### config.mk
export PLATFORM = sky130hd
export DESIGN_NAME = reward_arbiter_flat
export DESIGN_NICKNAME = d
export VERILOG_FILES = /design/src/rtl/reward_pkg.sv /design/src/rtl/reward_arbiter_if.sv /design/src/rtl/reward_timer.sv /design/src/rtl/reward_arbiter.sv /design/src/flat_wrapper.sv
export SDC_FILE = /design/constraint.sdc
export NUM_CORES = 1
export LEC_CHECK = 0
export CAP_MARGIN = 20
export CORE_MARGIN = 5
export CORE_UTILIZATION = 48
export DETAILED_ROUTE_END_ITERATION = 10
export PLACE_DENSITY = 0.81
export SLEW_MARGIN = 10
export SYNTH_ARGS = -nofsm -noshare
export SYNTH_HDL_FRONTEND = slang
export SYNTH_SLANG_ARGS = --single-unit
### constraint.sdc
create_clock -name clk -period 2.95 [get_ports clk]
set_clock_uncertainty 0.15 [all_clocks]
set_input_delay 0.7375 -clock clk [delete_from_list [all_inputs] [get_ports clk]]
set_output_delay 0.7375 -clock clk [all_outputs]
set_load 0.02 [all_outputs]
### src/rtl/reward_pkg.sv
// Shared types and constants for reward_arbiter and its sub-blocks.
package reward_pkg;

    // On-air packet type encodings.
    typedef enum logic [2:0] {
        PKT_HB      = 3'b000,
        PKT_CHE     = 3'b001,
        PKT_INV     = 3'b010,
        PKT_MR      = 3'b011,
        PKT_CHT     = 3'b100,
        PKT_DATA    = 3'b101,
        PKT_SOS     = 3'b110,
        PKT_INVALID = 3'b111
    } pkt_type_e;

    // Request slots; lower index wins arbitration.
    typedef enum logic [2:0] {
        REQ_HB    = 3'd0,
        REQ_INV   = 3'd1,
        REQ_MR    = 3'd2,
        REQ_FWD   = 3'd3,
        REQ_CHINV = 3'd4,
        REQ_CHT   = 3'd5,
        REQ_SRC   = 3'd6
    } req_idx_e;

    typedef enum logic [1:0] {
        ST_IDLE,
        ST_SELECT,
        ST_HOLD,
        ST_DONE
    } state_e;

    localparam int unsigned NUM_REQ = 7;

    // Wide enough for any WORD_WIDTH; users truncate to their field width.
    localparam logic [63:0] BROADCAST_ID = '1;

    // Highest-priority pending request; only meaningful when pend is non-zero.
    function automatic req_idx_e pick_winner(input logic [NUM_REQ-1:0] pend);
        req_idx_e w;
        logic     found;
        w     = REQ_SRC;
        found = 1'b0;
        for (int unsigned i = 0; i < NUM_REQ; i++) begin
            if (!found && pend[i]) begin
                w     = req_idx_e'(3'(i));
                found = 1'b1;
            end
        end
        return w;
    endfunction

endpackage

### src/rtl/reward_arbiter_if.sv
// Valid/ready packet bus from reward_arbiter toward the radio/CSMA block.
interface reward_arbiter_if #(
    parameter int unsigned WORD_WIDTH = 16
) ();
    logic                  rValid;
    logic                  rReady;
    logic [2:0]            rPacketType;
    logic [WORD_WIDTH-1:0] rSourceID;
    logic [WORD_WIDTH-1:0] rEnergyLeft;
    logic [WORD_WIDTH-1:0] rQValue;
    logic [WORD_WIDTH-1:0] rSourceHops;
    logic [WORD_WIDTH-1:0] rDestinationID;
    logic [WORD_WIDTH-1:0] rChosenCH;
    logic [WORD_WIDTH-1:0] rHopsFromCH;

    modport master (
        output rValid, rPacketType, rSourceID, rEnergyLeft, rQValue,
               rSourceHops, rDestinationID, rChosenCH, rHopsFromCH,
        input  rReady
    );

    modport slave (
        input  rValid, rPacketType, rSourceID, rEnergyLeft, rQValue,
               rSourceHops, rDestinationID, rChosenCH, rHopsFromCH,
        output rReady
    );
endinterface

### src/rtl/reward_timer.sv
// Loadable down-counter: arm loads LOAD, counts to zero once, pulses expire_o
// in the cycle whose clock edge brings the count to zero, then stops.
module reward_timer #(
    parameter int unsigned WIDTH = 16,
    parameter int unsigned LOAD  = 15
) (
    input  logic clk,
    input  logic nrst,
    input  logic arm_i,
    output logic expire_o
);

    logic [WIDTH-1:0] count_q, count_d;
    logic             running_q, running_d;

    // Next count; a re-arm reloads and suppresses any expiry in that cycle.
    always_comb begin
        count_d   = count_q;
        running_d = running_q;
        expire_o  = 1'b0;
        if (arm_i) begin
            count_d   = WIDTH'(LOAD);
            running_d = 1'b1;
        end else if (running_q) begin
            if (count_q <= WIDTH'(1)) begin
                count_d   = '0;
                running_d = 1'b0;
                expire_o  = 1'b1;
            end else begin
                count_d = count_q - WIDTH'(1);
            end
        end
    end

    // Counter state register.
    always_ff @(posedge clk) begin
        if (!nrst) begin
            count_q   <= '0;
            running_q <= 1'b0;
        end else begin
            count_q   <= count_d;
            running_q <= running_d;
        end
    end

endmodule

### src/rtl/reward_arbiter.sv
// Reward packer: latches transmit triggers as pending requests, arbitrates
// them by fixed priority and emits one packet at a time on a valid/ready bus.
// Optional macro REWARD_SOS_EN: send SRC/FWD as SOS when low_E, and keep an
// incoming SOS type when forwarding.
module reward_arbiter
    import reward_pkg::*;
#(
    parameter int unsigned WORD_WIDTH  = 16,
    parameter int unsigned MAX_CH_HOPS = 4,
    parameter int unsigned MR_TIMEOUT  = 15,
    parameter int unsigned CHT_TIMEOUT = 15,
    parameter int unsigned TIMER_WIDTH = 16,
    parameter int unsigned SINK_ID     = 0
) (
    input  logic                  clk,
    input  logic                  nrst,
    input  logic                  en,
    input  logic [2:0]            fPacketType,
    input  logic                  iAmDestination,
    input  logic [WORD_WIDTH-1:0] mNodeID,
    input  logic [WORD_WIDTH-1:0] mNodeHops,
    input  logic [WORD_WIDTH-1:0] mNodeQValue,
    input  logic [WORD_WIDTH-1:0] mNodeEnergy,
    input  logic [WORD_WIDTH-1:0] mChosenCH,
    input  logic [WORD_WIDTH-1:0] mNodeCHHops,
    input  logic [WORD_WIDTH-1:0] myNodeID,
    input  logic [WORD_WIDTH-1:0] hopsFromSink,
    input  logic [WORD_WIDTH-1:0] myQValue,
    input  logic [WORD_WIDTH-1:0] myEnergy,
    input  logic [WORD_WIDTH-1:0] chosenCH,
    input  logic [WORD_WIDTH-1:0] chosenHop,
    input  logic                  role,
    input  logic                  low_E,
    input  logic                  cf_start,
    input  logic                  iAmSender,
    reward_arbiter_if.master      r_if,
    output logic                  reward_done,
    output logic                  busy,
    output logic [7:0]            drop_cnt
);

    localparam logic [WORD_WIDTH-1:0] BCAST = WORD_WIDTH'(BROADCAST_ID);
    localparam logic [WORD_WIDTH-1:0] MAXH  = WORD_WIDTH'(MAX_CH_HOPS);

    state_e               state_q, state_d;
    req_idx_e             cur_q, cur_d, win;
    logic [NUM_REQ-1:0]   pend_q, pend_d, pend_set, pend_clr;
    logic                 hblock_q, hblock_d;
    logic                 role_q;
    logic [7:0]           drop_q, drop_d;

    pkt_type_e             type_q, type_d;
    logic [WORD_WIDTH-1:0] src_q, src_d, nrg_q, nrg_d, qv_q, qv_d, hops_q, hops_d;
    logic [WORD_WIDTH-1:0] dst_q, dst_d, ch_q, ch_d, hch_q, hch_d;

    logic                  slot_vld_q, slot_vld_d;
    logic [WORD_WIDTH-1:0] slot_id_q, slot_nrg_q, slot_qv_q, slot_hops_q, slot_ch_q, slot_chh_q;

    logic inv_cand, fwd_cand, ev_hb, ev_inv, ev_fwd, ev_chinv, ev_src, cap_drop, capture;
    logic mr_expire, cht_expire, mr_arm, cht_arm, handshake;
    logic [WORD_WIDTH-1:0] route_dst;
    pkt_type_e src_type, fwd_type;

    assign inv_cand  = en && (fPacketType == PKT_INV) && (mNodeCHHops < MAXH);
    assign fwd_cand  = en && ((fPacketType == PKT_DATA) || (fPacketType == PKT_SOS)) && iAmDestination;
    assign ev_inv    = inv_cand && !slot_vld_q;
    assign ev_fwd    = fwd_cand && !slot_vld_q;
    assign capture   = ev_inv || ev_fwd;
    assign cap_drop  = (inv_cand || fwd_cand) && slot_vld_q;
    assign ev_hb     = en && (fPacketType == PKT_HB) && !hblock_q;
    assign ev_chinv  = role && !role_q;
    assign ev_src    = iAmSender;
    assign handshake = (state_q == ST_HOLD) && r_if.rReady;
    assign mr_arm    = cf_start && !role;
    assign cht_arm   = handshake && (cur_q == REQ_CHINV);
    assign route_dst = (hopsFromSink == WORD_WIDTH'(1)) ? WORD_WIDTH'(SINK_ID) : chosenHop;

`ifdef REWARD_SOS_EN
    logic slot_sos_q;

    assign src_type = low_E ? PKT_SOS : PKT_DATA;
    assign fwd_type = (low_E || slot_sos_q) ? PKT_SOS : PKT_DATA;

    // Remember whether the captured forward arrived as SOS.
    always_ff @(posedge clk) begin
        if (!nrst) begin
            slot_sos_q <= 1'b0;
        end else if (capture) begin
            slot_sos_q <= (fPacketType == PKT_SOS);
        end
    end
`else
    logic unused_low_e;

    assign unused_low_e = low_E;
    assign src_type     = PKT_DATA;
    assign fwd_type     = PKT_DATA;
`endif

    reward_timer #(.WIDTH(TIMER_WIDTH), .LOAD(MR_TIMEOUT)) u_mr_timer (
        .clk      (clk),
        .nrst     (nrst),
        .arm_i    (mr_arm),
        .expire_o (mr_expire)
    );

    reward_timer #(.WIDTH(TIMER_WIDTH), .LOAD(CHT_TIMEOUT)) u_cht_timer (
        .clk      (clk),
        .nrst     (nrst),
        .arm_i    (cht_arm),
        .expire_o (cht_expire)
    );

    // Pending-flag set/clear, HB lock, slot occupancy and drop counter.
    always_comb begin
        pend_set            = '0;
        pend_set[REQ_HB]    = ev_hb;
        pend_set[REQ_INV]   = ev_inv;
        pend_set[REQ_MR]    = mr_expire;
        pend_set[REQ_FWD]   = ev_fwd;
        pend_set[REQ_CHINV] = ev_chinv;
        pend_set[REQ_CHT]   = cht_expire;
        pend_set[REQ_SRC]   = ev_src;
        // A new event in the same cycle as its own clear stays pending.
        pend_d = (pend_q & ~pend_clr) | pend_set;

        hblock_d = hblock_q;
        if (ev_hb) begin
            hblock_d = 1'b1;
        end else if (en && (fPacketType == PKT_DATA)) begin
            hblock_d = 1'b0;
        end

        slot_vld_d = slot_vld_q;
        if (capture) begin
            slot_vld_d = 1'b1;
        end else if (handshake && ((cur_q == REQ_INV) || (cur_q == REQ_FWD))) begin
            slot_vld_d = 1'b0;
        end

        drop_d = drop_q;
        if (cap_drop && (drop_q != 8'hFF)) begin
            drop_d = drop_q + 8'd1;
        end
    end

    // FSM next state plus field selection for the arbitration winner.
    always_comb begin
        state_d  = state_q;
        cur_d    = cur_q;
        pend_clr = '0;
        win      = pick_winner(pend_q);
        type_d   = type_q;
        src_d    = src_q;
        nrg_d    = nrg_q;
        qv_d     = qv_q;
        hops_d   = hops_q;
        dst_d    = dst_q;
        ch_d     = ch_q;
        hch_d    = hch_q;
        unique case (state_q)
            ST_IDLE: begin
                if (|pend_q) state_d = ST_SELECT;
            end
            ST_SELECT: begin
                pend_clr[win] = 1'b1;
                cur_d         = win;
                src_d         = myNodeID;
                nrg_d         = myEnergy;
                qv_d          = myQValue;
                hops_d        = hopsFromSink;
                ch_d          = chosenCH;
                hch_d         = '0;
                dst_d         = BCAST;
                case (win)
                    REQ_HB:    type_d = PKT_HB;
                    REQ_MR: begin
                        type_d = PKT_MR;
                        dst_d  = chosenCH;
                    end
                    REQ_CHINV: begin
                        type_d = PKT_INV;
                        ch_d   = myNodeID;
                        hch_d  = WORD_WIDTH'(1);
                    end
                    REQ_CHT:   type_d = PKT_CHT;
                    REQ_SRC: begin
                        type_d = src_type;
                        dst_d  = route_dst;
                    end
                    REQ_INV, REQ_FWD: begin
                        src_d  = slot_id_q;
                        nrg_d  = slot_nrg_q;
                        qv_d   = slot_qv_q;
                        hops_d = slot_hops_q;
                        ch_d   = slot_ch_q;
                        if (win == REQ_INV) begin
                            type_d = PKT_INV;
                            hch_d  = slot_chh_q + WORD_WIDTH'(1);
                        end else begin
                            type_d = fwd_type;
                            dst_d  = route_dst;
                            hch_d  = slot_chh_q;
                        end
                    end
                    default: ;
                endcase
                state_d = ST_HOLD;
            end
            ST_HOLD: begin
                if (r_if.rReady) state_d = ST_DONE;
            end
            ST_DONE: state_d = ST_IDLE;
            default: state_d = ST_IDLE;
        endcase
    end

    // Control, request and output-field registers.
    always_ff @(posedge clk) begin
        if (!nrst) begin
            state_q  <= ST_IDLE;
            cur_q    <= REQ_HB;
            pend_q   <= '0;
            hblock_q <= 1'b0;
            role_q   <= 1'b0;
            drop_q   <= '0;
            slot_vld_q <= 1'b0;
            type_q   <= PKT_INVALID;
            src_q    <= '0;
            nrg_q    <= '0;
            qv_q     <= '0;
            hops_q   <= '0;
            dst_q    <= '1;
            ch_q     <= '0;
            hch_q    <= '0;
        end else begin
            state_q  <= state_d;
            cur_q    <= cur_d;
            pend_q   <= pend_d;
            hblock_q <= hblock_d;
            role_q   <= role;
            drop_q   <= drop_d;
            slot_vld_q <= slot_vld_d;
            type_q   <= type_d;
            src_q    <= src_d;
            nrg_q    <= nrg_d;
            qv_q     <= qv_d;
            hops_q   <= hops_d;
            dst_q    <= dst_d;
            ch_q     <= ch_d;
            hch_q    <= hch_d;
        end
    end

    // Capture slot contents for INV ripple and forwarded data.
    always_ff @(posedge clk) begin
        if (!nrst) begin
            slot_id_q   <= '0;
            slot_nrg_q  <= '0;
            slot_qv_q   <= '0;
            slot_hops_q <= '0;
            slot_ch_q   <= '0;
            slot_chh_q  <= '0;
        end else if (capture) begin
            slot_id_q   <= mNodeID;
            slot_nrg_q  <= mNodeEnergy;
            slot_qv_q   <= mNodeQValue;
            slot_hops_q <= mNodeHops;
            slot_ch_q   <= mChosenCH;
            slot_chh_q  <= mNodeCHHops;
        end
    end

    assign r_if.rValid         = (state_q == ST_HOLD);
    assign r_if.rPacketType    = type_q;
    assign r_if.rSourceID      = src_q;
    assign r_if.rEnergyLeft    = nrg_q;
    assign r_if.rQValue        = qv_q;
    assign r_if.rSourceHops    = hops_q;
    assign r_if.rDestinationID = dst_q;
    assign r_if.rChosenCH      = ch_q;
    assign r_if.rHopsFromCH    = hch_q;
    assign reward_done         = (state_q == ST_DONE);
    assign busy                = (state_q != ST_IDLE);
    assign drop_cnt            = drop_q;

endmodule

### src/flat_wrapper.sv
// flat-port wrapper written by rule: the top's interface ports become plain ports
module reward_arbiter_flat import reward_pkg::*;
#(
    parameter int unsigned WORD_WIDTH  = 16,
    parameter int unsigned MAX_CH_HOPS = 4,
    parameter int unsigned MR_TIMEOUT  = 15,
    parameter int unsigned CHT_TIMEOUT = 15,
    parameter int unsigned TIMER_WIDTH = 16,
    parameter int unsigned SINK_ID     = 0
)
  (clk, nrst, en, fPacketType, iAmDestination, mNodeID, mNodeHops, mNodeQValue, mNodeEnergy, mChosenCH, mNodeCHHops, myNodeID, hopsFromSink, myQValue, myEnergy, chosenCH, chosenHop, role, low_E, cf_start, iAmSender, reward_done, busy, drop_cnt, r_if_rValid, r_if_rPacketType, r_if_rSourceID, r_if_rEnergyLeft, r_if_rQValue, r_if_rSourceHops, r_if_rDestinationID, r_if_rChosenCH, r_if_rHopsFromCH, r_if_rReady);
  reward_arbiter_if #(.WORD_WIDTH(WORD_WIDTH)) r_if_i ();
  input  logic clk;
  input  logic nrst;
  input  logic en;
  input  logic [2:0] fPacketType;
  input  logic iAmDestination;
  input  logic [WORD_WIDTH-1:0] mNodeID;
  input  logic [WORD_WIDTH-1:0] mNodeHops;
  input  logic [WORD_WIDTH-1:0] mNodeQValue;
  input  logic [WORD_WIDTH-1:0] mNodeEnergy;
  input  logic [WORD_WIDTH-1:0] mChosenCH;
  input  logic [WORD_WIDTH-1:0] mNodeCHHops;
  input  logic [WORD_WIDTH-1:0] myNodeID;
  input  logic [WORD_WIDTH-1:0] hopsFromSink;
  input  logic [WORD_WIDTH-1:0] myQValue;
  input  logic [WORD_WIDTH-1:0] myEnergy;
  input  logic [WORD_WIDTH-1:0] chosenCH;
  input  logic [WORD_WIDTH-1:0] chosenHop;
  input  logic role;
  input  logic low_E;
  input  logic cf_start;
  input  logic iAmSender;
  output logic reward_done;
  output logic busy;
  output logic [7:0] drop_cnt;
  output wire logic [$bits(r_if_i.rValid)-1:0] r_if_rValid;
  output wire logic [$bits(r_if_i.rPacketType)-1:0] r_if_rPacketType;
  output wire logic [$bits(r_if_i.rSourceID)-1:0] r_if_rSourceID;
  output wire logic [$bits(r_if_i.rEnergyLeft)-1:0] r_if_rEnergyLeft;
  output wire logic [$bits(r_if_i.rQValue)-1:0] r_if_rQValue;
  output wire logic [$bits(r_if_i.rSourceHops)-1:0] r_if_rSourceHops;
  output wire logic [$bits(r_if_i.rDestinationID)-1:0] r_if_rDestinationID;
  output wire logic [$bits(r_if_i.rChosenCH)-1:0] r_if_rChosenCH;
  output wire logic [$bits(r_if_i.rHopsFromCH)-1:0] r_if_rHopsFromCH;
  input wire logic [$bits(r_if_i.rReady)-1:0] r_if_rReady;
  assign r_if_rValid = r_if_i.rValid;
  assign r_if_rPacketType = r_if_i.rPacketType;
  assign r_if_rSourceID = r_if_i.rSourceID;
  assign r_if_rEnergyLeft = r_if_i.rEnergyLeft;
  assign r_if_rQValue = r_if_i.rQValue;
  assign r_if_rSourceHops = r_if_i.rSourceHops;
  assign r_if_rDestinationID = r_if_i.rDestinationID;
  assign r_if_rChosenCH = r_if_i.rChosenCH;
  assign r_if_rHopsFromCH = r_if_i.rHopsFromCH;
  assign r_if_i.rReady = r_if_rReady;
  reward_arbiter #(.WORD_WIDTH(WORD_WIDTH), .MAX_CH_HOPS(MAX_CH_HOPS), .MR_TIMEOUT(MR_TIMEOUT), .CHT_TIMEOUT(CHT_TIMEOUT), .TIMER_WIDTH(TIMER_WIDTH), .SINK_ID(SINK_ID)) u_core (.clk(clk), .nrst(nrst), .en(en), .fPacketType(fPacketType), .iAmDestination(iAmDestination), .mNodeID(mNodeID), .mNodeHops(mNodeHops), .mNodeQValue(mNodeQValue), .mNodeEnergy(mNodeEnergy), .mChosenCH(mChosenCH), .mNodeCHHops(mNodeCHHops), .myNodeID(myNodeID), .hopsFromSink(hopsFromSink), .myQValue(myQValue), .myEnergy(myEnergy), .chosenCH(chosenCH), .chosenHop(chosenHop), .role(role), .low_E(low_E), .cf_start(cf_start), .iAmSender(iAmSender), .r_if(r_if_i), .reward_done(reward_done), .busy(busy), .drop_cnt(drop_cnt));
endmodule
==> results of run 1 <==
layer usage:
metal / vias up / wire, um / share of wire, %
met5: - / 34 / 0.097
met3: 97 / 2940 / 8.4
met4: 4 / 1540 / 4.4
met2: 410 / 16300 / 47
li1: 5424 / - / -
met1: 5058 / 14200 / 41
kinds of logic (layout without fill, tap and decap cells):
kind of cell	after synthesis	count (layout)	synth area share, %
muxes	5	5	0.455
xor gates and xnor gates	41	41	3.18
other	0	2	0
AOI/OAI and AO/OA	310	310	17.5
buffers and inverters	122	428	5.17
DFF	268	268	47.5
adders and majority gates	11	11	1.22
and+or+nand+nor	635	635	24.9
per-stage QoR:
stage | std cells | utilization (%) | setup slack (ns)
finish | 2019 | 67.9 | 0.0835
global route | 2019 | 67.9 | 0.0282
CTS | 2017 | 67.9 | 0.0533
detailed placement | 1966 | 63.5 | -0.204
global placement | 1966 | 63.5 | -0.137
floorplan | 1392 | - | 0.619
final timing paths:
check / endpoint / slack, ns / cells past startpoint
min: u_core.slot_ch_q[10] / 0.30 / 2
max reg2reg: u_core.r_if.rDestinationID[6] / 0.55 / 6
max: busy / 0.08 / 4
min reg2reg: u_core.slot_ch_q[10] / 0.30 / 2
final cells by class:
class / count / area [um2] / area share (%)
Clock inverter: 10 / 179 / 1.13
Sequential cell: 268 / 5370 / 33.9
Antenna cell: 2 / 5.00 / 0.0316
Multi-Input combinational cell: 1002 / 5370 / 33.9
Clock buffer: 41 / 841 / 5.31
Inverter: 15 / 57.6 / 0.363
Tap cell: 319 / 399 / 2.52
Timing Repair Buffer: 362 / 3630 / 22.9
placed cells by master (no fill, tap or decap), types with 5 or more instances in the layout:
master	netlist	final
buf_12	0	7
clkbuf_1	64	5
or2_2	6	6
or4_1	6	6
nand3_1	110	110
inv_1	15	14
a311oi_1	64	64
dfxtp_1	268	268
nor4_1	11	11
nand4_1	5	5
buf_4	1	27
ha_1	11	10
nor3_1	14	14
xnor2_1	18	18
or3_1	7	7
a31oi_1	17	17
nor2_1	161	160
o31ai_1	5	5
clkbuf_16	0	29
xor2_1	23	23
a21oi_1	36	36
o21ai_0	120	120
o21ai_1	21	21
clkbuf_8	0	7
and3_1	6	6
nand2_1	277	277
clkdlybuf4s50_1	0	327
a221oi_1	17	17
a22oi_1	15	15
clkinv_2	0	5
bufinv_16	0	5
cells in the mapped netlist, types with 2 or more instances:
cell type	n	area share (%)
nand2_1	277	9.2
dfxtp_1	268	48
nor2_1	161	5.4
o21ai_0	120	5.3
nand3_1	110	4.9
a311oi_1	64	5.0
clkbuf_1	64	2.1
a21oi_1	36	1.6
buf_2	23	1.0
xor2_1	23	1.8
o21ai_1	21	0.93
xnor2_1	18	1.4
a221oi_1	17	1.3
a31oi_1	17	0.94
a22oi_1	15	1.0
inv_1	15	0.50
nor3_1	14	0.62
ha_1	11	1.2
nor4_1	11	0.61
buf_6	8	0.80
clkbuf_2	8	0.35
or3_1	7	0.39
and3_1	6	0.33
or2_2	6	0.33
or4_1	6	0.40
nand4_1	5	0.28
o31ai_1	5	0.33
mux2i_1	4	0.35
nand2b_1	4	0.22
nor2b_1	4	0.22
o21bai_1	4	0.27
a2bb2oi_1	3	0.23
nand3b_1	3	0.20
a21o_1	2	0.13
a21oi_2	2	0.16
and2_1	2	0.11
buf_8	2	0.27
nor3b_1	2	0.13
nor4b_1	2	0.16
power breakdown:
| group | total, W | internal (W) | switching [W] | leakage, nW |
|---|---|---|---|---|
| clock | 0.00385 | 0.00240 | 0.00144 | 0.504 |
| combinational | 0.00391 | 0.00173 | 0.00218 | 3.04 |
| sequential | 0.00458 | 0.00422 | 0.000355 | 2.18 |
| total | 0.0123 | 0.00836 | 0.00398 | 5.73 |
worst max-delay path, cell delays in order (launching register included):
cell and delay (ns):
dfxtp_1 0.43, inv_1 0.12, ha_1 0.20, inv_1 0.08
clkdlybuf4s50_1 0.62
==> flow_summary_export.csv, run 1 <==
group,metric,value,unit
clock_tree,clk_latency,0.54,ns
yosys,yosys_most_used_dff,"dfxtp_1",
sta,max_slew_margin,40.6,%
detailed_routing,wl_per_cell,17.4,um
yosys,syn-cell-area,11300,um2
hold_path,hold_class,"flop to flop",
global_route,grt_max_degree,167,
global_route,grt_pass1_vias,10600,
run_status,status,"finished, final reports clean",
clock_tree,cts_setup_buffers,0,
clock_tree,htreeDepth,1,
global_route,grt.busiest_layer,"met2",
global_route,grt_pass1_wl,54900,um
sta,hold_viol_final,0,
sta,slew_viol_final,0,
global_route,overflow,0,
die,coreArea,23300,um2
power,p_leak,5.73,nW
run,timing.max_cap.violations,0,
place,dpl.hpwl,24300,um
sta,final.min_clock_period,2.87,ns
power,ir_drop,0.000770,V
clock_tree,cts_sinks,268,
die,die_area,26700,um2
worst_setup_path,crit_fanout,4,
die,die_y,163,um
sta,max_freq,0.349,GHz
die,rows,56,
worst_setup_path,crit_type,"flop to primary output",
final_layout,num-fill-cells,1955,
yosys,postSynthAreaPerCell,8.11,um2
sta,rsz0062_at_grt,"no",
worst_setup_path,critical_path_required,2.06,ns
global_route,grt_usage,25.1,%
power,powerDensity,779,nW/um2
yosys,synth_edf_count,0,
place,placed_area,14800,um2
global_route,grt_use_met3,6.43,%
clock_tree,cts_tree,"yes",
final_layout,fin_area,15800,um2
clock_tree,path_clk_slew,0.06,ns
die,ios,330,
worst_setup_path,worstSetupStartpointType,"flop",
final_layout,area_delta_synth_final,40.3,%
detailed_routing,first_pass_iters,6,
worst_setup_path,cp-startpoint,"u_core.state_q[0]",
clock_tree,clockBufferDepth,3,
clock_tree,cts_made_buffers,29,
global_route,grtUsageMet2,41.0,%
detailed_routing,vias,11000,
worst_setup_path,timing.rr.start,"u_core.pend_q[0]",
sta,tightest_slew,0.891,ns
place,gp_congestion,0.855,
worst_setup_path,cp-end-kind,"primary output",
sta,setup_viol,0,
yosys,syn_nets,1607,
detailed_routing,drt_iter0_drc,890,
hold_path,holdCritStartpoint,"u_core.slot_ch_q[10]",
sta,fin_crit_sh,97.2,%
final_layout,nets,1893,
clock_tree,ctsResizeCount,0,
detailed_routing,viasPerCell,5.44,
clock_tree,holdBufCountCts,0,
worst_setup_path,cp.arrival,1.98,ns
detailed_routing,antenna_left,0,
yosys,yosys_register_bits,268,
global_route,antenna_found_initial,4,
yosys,yosys_warnings,0,
yosys,synthCells,1392,
sta,holdWs,0.303,ns
detailed_routing,routed_wirelength,35100,um
detailed_routing,drcViolationCount,0,
clock_tree,cts_root_buffer,"clkbuf_16",
final_layout,drive_above_1_share,6.18,%
yosys,ys_seq_area_share,47.5,%
global_route,gr-usage-met1,31.8,%
place,portBuffers,328,
die,die_w,163,um
yosys,synthArstFlopShare,0,%
yosys,synthDistinctLibCells,61,
power,p_total,0.0123,W
die,start_util,48.4,%
sta,fin_setup_tns,0,ns
Power figures use the tool's default switching activity.
==> run 2, diff against run 1 <==
CORE_ASPECT_RATIO = 0.8   (was unset)
PLACE_DENSITY = 0.87   (was 0.81)
==> run 2 against run 1 <==
Cell count barely moved. Largest power group unchanged. Sequential share of layout area fell by 0.10 points. Combinational power hardly changed. Die area hardly changed. Core utilization increased by 0.38 points. Global-route usage grew 0.14 points. Clock power decreased by 4%. Non-clock buffer count rose by 8. Setup slack better by 0.017 ns. Critical endpoint unchanged. Hold slack better by 0.0030 ns.
==> flow_summary_export.csv, run 2 (synthesis gave the netlist of run 1 again) <==
group,metric,value,unit
final_layout,instances_no_fill,2017,
power,combPwrFrac,32.3,%
detailed_routing,drt_iter0_drc,968,
die,die_area,26700,um2
power,seqPwrFrac,37.5,%
final_layout,num-fill-cells,1806,
sta,hold_viol_final,0,
global_route,grt_max_degree,167,
run_status,status,"finished, final reports clean",
global_route,grt_pass1_vias,11000,
sta,max_freq,0.351,GHz
sta,fin_crit_sh,96.6,%
final_layout,final_cell_mix,"327 x clkdlybuf4s50_1, 277 x nand2_1, 268 x dfxtp_1, 160 x nor2_1, 120 x o21ai_0",
worst_setup_path,crit_fanout,4,
worst_setup_path,crit_type,"flop to primary output",
clock_tree,holdBufCountCts,0,
worst_setup_path,worstSetupStartpointType,"flop",
power,p_clk_share,30.2,%
power,power.switching,0.00398,W
global_route,antenna_found_initial,0,
sta,rsz0062_at_grt,"no",
detailed_routing,drcViolationCount,0,
die,coreArea,23300,um2
worst_setup_path,critical_path_required,2.06,ns
clock_tree,clk_latency,0.53,ns
global_route,grt_pass1_wl,56500,um
place,portBuffers,328,
final_layout,nets,1900,
clock_tree,clockBufferDepth,3,
power,p_leak,5.77,nW
die,ios,330,
final_layout,diodes,0,
sta,max_slew_margin,44.9,%
worst_setup_path,cp.arrival,1.96,ns
clock_tree,cts_tree,"yes",
detailed_routing,first_pass_iters,5,
power,p_total,0.0122,W
power,powerDensity,767,nW/um2
die,start_util,48.5,%
detailed_routing,vias,11200,
sta,tightest_slew,0.826,ns
final_layout,drive_above_1_share,6.57,%
worst_setup_path,critical-path-top-delay-family,"buffers and inverters",
worst_setup_path,crit_slowest_cell,"clkdlybuf4s50_1",
final_layout,multi_input_area,5370,um2
power,switching_share,32.7,%
global_route,grt_usage,25.2,%
clock_tree,path_clk_slew,0.06,ns
die,die_y,147,um
detailed_routing,routed_wirelength,35300,um
clock_tree,cts_setup_buffers,0,
final_layout,seqCellArea,5370,um2
place,dpl.hpwl,24500,um
power,internal_power,0.00820,W
clock_tree,htreeDepth,1,
clock_tree,ctsResizeCount,0,
clock_tree,cts_sinks,268,
worst_setup_path,cp.buffers_inverters,3,
sta,holdWs,0.306,ns
detailed_routing,wl_per_cell,17.5,um
worst_setup_path,cp_cell_sequence,"inv_1, ha_1, inv_1, clkdlybuf4s50_1",
die,die_w,181,um
hold_path,hold_class,"flop to flop",
detailed_routing,viasPerCell,5.56,
run,timing.max_cap.violations,0,
power,ir_drop,0.000607,V
final_layout,fin_area,15900,um2
clock_tree,cts_made_buffers,28,
worst_setup_path,critical_path.most_common_cell,"inv_1",
place,place_inst,1967,
worst_setup_path,cp-end-kind,"primary output",
final_layout,area_delta_synth_final,40.8,%
worst_setup_path,slowest_delay,0.61,ns
final_layout,layout_commonest_cell,"clkdlybuf4s50_1",
global_route,overflow,0,
sta,setup_viol,0,
detailed_routing,antenna_left,0,
clock_tree,cts_root_buffer,"clkbuf_16",
sta,slew_viol_final,0,
sta,final.min_clock_period,2.85,ns
die,rows,50,
place,placed_area,14900,um2
place,gp_congestion,0.857,
==> run 2: worst min-delay path, stage by stage, from the launching register on <==
cell,delay [ns]
dfxtp_1,0.31
nand2_1,0.05
o21ai_1,0.05
==> run 2: cell type report <==
class | count | share of cell area, %
Multi-Input combinational cell | 1002 | 33.8
Sequential cell | 268 | 33.8
Tap cell | 312 | 2.46
Timing Repair Buffer | 370 | 23.5
Clock inverter | 5 | 0.473
Inverter | 15 | 0.362
Clock buffer | 45 | 5.64
==> run 2: power groups by stage <==
| stage | Clock (W) | Sequential, W | Combinational [W] |
|---|---|---|---|
| after global routing | 0.00390 | 0.00465 | 0.00422 |
| after global placement | 0 | 0.00461 | 0.00384 |
| final | 0.00368 | 0.00457 | 0.00393 |
| after floorplan | 0 | 0.00521 | 0.00150 |
| after CTS | 0.00373 | 0.00457 | 0.00394 |
| after detailed placement | 0 | 0.00463 | 0.00391 |
==> run 2: path summary, 6_finish.rpt <==
kind                        startpoint                             to  slack [ns]  cells after the start
setup reg to reg     u_core.state_q[1]  u_core.r_if.rDestinationID[6]        0.61                      8
hold / removal    u_core.slot_ch_q[11]           u_core.slot_ch_q[11]        0.31                      2
setup / recovery     u_core.state_q[0]                           busy        0.10                      4
hold reg to reg   u_core.slot_ch_q[11]           u_core.slot_ch_q[11]        0.31                      2
==> run 2: per-layer routing <==
metal,share of wire (%),global-route usage [%],up-vias
met2,45,40.3,474
met5,0,0,-
met1,41,31.6,5194
li1,-,-,5438
met4,5.4,12.2,0
met3,8.9,7.20,109
==> run 2: stage by stage <==
| step | worst slack, ns | utilization, % | setup TNS, ns |
|---|---|---|---|
| final | 0.101 | 68.3 | 0 |
| after global routing | 0.00990 | 68.3 | 0 |
| after CTS | 0.0783 | 68.3 | 0 |
| after detailed placement | -0.0829 | 64.1 | -3.83 |
| after global placement | -0.0994 | 64.1 | -6.01 |
| after floorplan | 0.619 | - | 0 |
==> run 3, diff against run 2 <==
CORE_UTILIZATION = 43   (was 48)
CTS_CLUSTER_DIAMETER = 200   (was unset)
PLACE_DENSITY = 0.83   (was 0.87)
clock period = 2.31 ns   (was 2.95 ns; I/O delays follow)
==> run 3 against run 2 <==
Cell area increased by 3.7%. Flip-flop and latch count unchanged. First-iteration DRC count is 16% lower. Power rose by 27%. Highest routed layer is now met5. Sequential power up 28%. Sequential share of layout area decreased by 1.2 points. Wire length rose by 8.1%.
==> flow_summary_export.csv, run 3 (synthesis gave the netlist of run 1 again) <==
group,metric,value,unit
final_layout,final_cell_mix,"301 x clkdlybuf4s50_1, 277 x nand2_1, 266 x dfxtp_1, 159 x nor2_1, 110 x nand3_1",
die,start_util,43.3,%
global_route,antenna_found_initial,2,
power,ir_drop,0.000574,V
final_layout,area_delta_synth_final,45.9,%
detailed_routing,routed_wirelength,38200,um
detailed_routing,wl_per_cell,18.2,um
clock_tree,clockBufferDepth,3,
detailed_routing,drcViolationCount,0,
run,timing.max_cap.violations,0,
worst_setup_path,cp.arrival,2.59,ns
clock_tree,cts_root_buffer,"clkbuf_16",
run_status,status,"finished, final reports clean",
worst_setup_path,slowest_delay,0.47,ns
final_layout,drive_above_1_share,9.39,%
die,die_w,191,um
hold_path,holdPathStages,3,
die,coreArea,26100,um2
worst_setup_path,cp-end-kind,"flop",
sta,tightest_slew,0.931,ns
clock_tree,holdBufCountCts,0,
die,die_area,29600,um2
sta,slew_viol_final,0,
sta,fin_crit_sh,99.2,%
clock_tree,cts_tree,"yes",
clock_tree,htreeDepth,1,
detailed_routing,vias,11500,
global_route,grt_pass1_wl,57300,um
place,portBuffers,328,
global_route,overflow,0,
worst_setup_path,reg2reg_depth,8,
worst_setup_path,cp_cell_sequence,"clkdlybuf4s50_1, nor4b_4, nand2_1, or2_4, a21oi_4, buf_12, buf_16, nand3_1, o21ai_1",
global_route,grt_usage,23.5,%
die,ios,330,
detailed_routing,first_pass_iters,5,
power,p_total,0.0155,W
detailed_routing,antenna_left,0,
detailed_routing,viasPerCell,5.50,
sta,holdWs,0.178,ns
die,die_y,155,um
sta,final.min_clock_period,2.29,ns
place,dpl.hpwl,25400,um
final_layout,nets,1932,
clock_tree,cts_sinks,268,
sta,max_freq,0.436,GHz
worst_setup_path,critical_path_required,2.61,ns
detailed_routing,drt_iter0_drc,817,
hold_path,hold_class,"input port to flop",
clock_tree,path_clk_slew,0.06,ns
worst_setup_path,crit_fanout,11,
clock_tree,clk_latency,0.53,ns
power,p_leak,6.22,nW
final_layout,layout_commonest_cell,"clkdlybuf4s50_1",
final_layout,instances_no_fill,2094,
die,rows,53,
place,place_inst,2031,
sta,max_slew_margin,37.9,%
worst_setup_path,crit_type,"input port to flop",
worst_setup_path,crit_slowest_cell,"clkdlybuf4s50_1",
global_route,grt_max_degree,152,
worst_setup_path,worstSetupStartpointType,"input port",
clock_tree,cts_made_buffers,28,
sta,setup_viol,0,
sta,hold_viol_final,0,
global_route,grt_pass1_vias,11000,
power,powerDensity,943,nW/um2
place,gp_congestion,0.865,
==> run 3: changes by cell type in the layout (fill, tap and decap cells not counted), sizes merged <==
| cell | delta |
|---|---|
| buf | +24 |
| clkbuf | +2 |
| clkdlybuf4s50 | -26 |
| clkinv | +5 |
| clkinvlp | +1 |
| diode | +1 |
| dlygate4sd2 | +8 |
| dlymetal6s2s | +16 |
| inv | +1 |
==> run 3: area by class of cell <==
class / count / area (um2)
Fill cell: 2116 / 9590
Clock inverter: 12 / 116
Sequential cell: 268 / 5370
Tap cell: 357 / 447
Inverter: 15 / 57.6
Clock buffer: 37 / 806
Multi-Input combinational cell: 1002 / 5460
Timing Repair Buffer: 402 / 4220
Antenna cell: 1 / 2.50
==> run 3: worst max-delay path, delay by kind of cell <==
kind	cells	cell delay, ns
AOI/OAI and AO/OA	2	0.41
and+or+nand+nor	4	0.78
buffers and inverters	3	0.81
==> run 3: final timing paths <==
check,startpoint,endpoint,slack [ns]
worst max-delay path,mNodeCHHops[14],u_core.slot_hops_q[12],0.02
worst min-delay path,nrst,u_core.r_if.rChosenCH[12],0.18
worst max register to register,u_core.state_q[1],u_core.r_if.rDestinationID[1],0.14
worst min register to register,u_core.slot_ch_q[5],u_core.slot_ch_q[5],0.30
==> run 3: stage by stage <==
stage	area (um2)	utilization, %	TNS, ns	setup slack, ns
floorplan	11300	-	0	0.139
global placement	15100	57.9	-56.52	-0.517
detailed placement	15100	57.9	-58.95	-0.574
CTS	16000	61.5	0	0.00770
global route	16500	63.2	-1.34	-0.0652
finish	16500	63.2	0	0.0184
==> run 3: layer usage <==
layer	wire length [um]	up-vias	global-route usage, %	part of all wire, %
li1	-	5509	-	-
met4	1310	2	7.93	3.4
met2	17500	487	38.2	46
met5	12	-	0	0.031
met1	15700	5430	30.3	41
met3	3660	87	6.37	9.6
==> run 3: timing repair <==
action | 4_1_cts | 5_1_grt
setup buffers | 0 | 1
resized for setup | 19 | 54
setup endpoints to repair | 12 | 122
pin swaps | 0 | 9
gates cloned | 0 | 12
==> run 3: power by group <==
part / internal, W / switching (W) / total (W)
combinational: 0.00230 / 0.00286 / 0.00516
sequential: 0.00540 / 0.000468 / 0.00587
clock: 0.00266 / 0.00184 / 0.00450
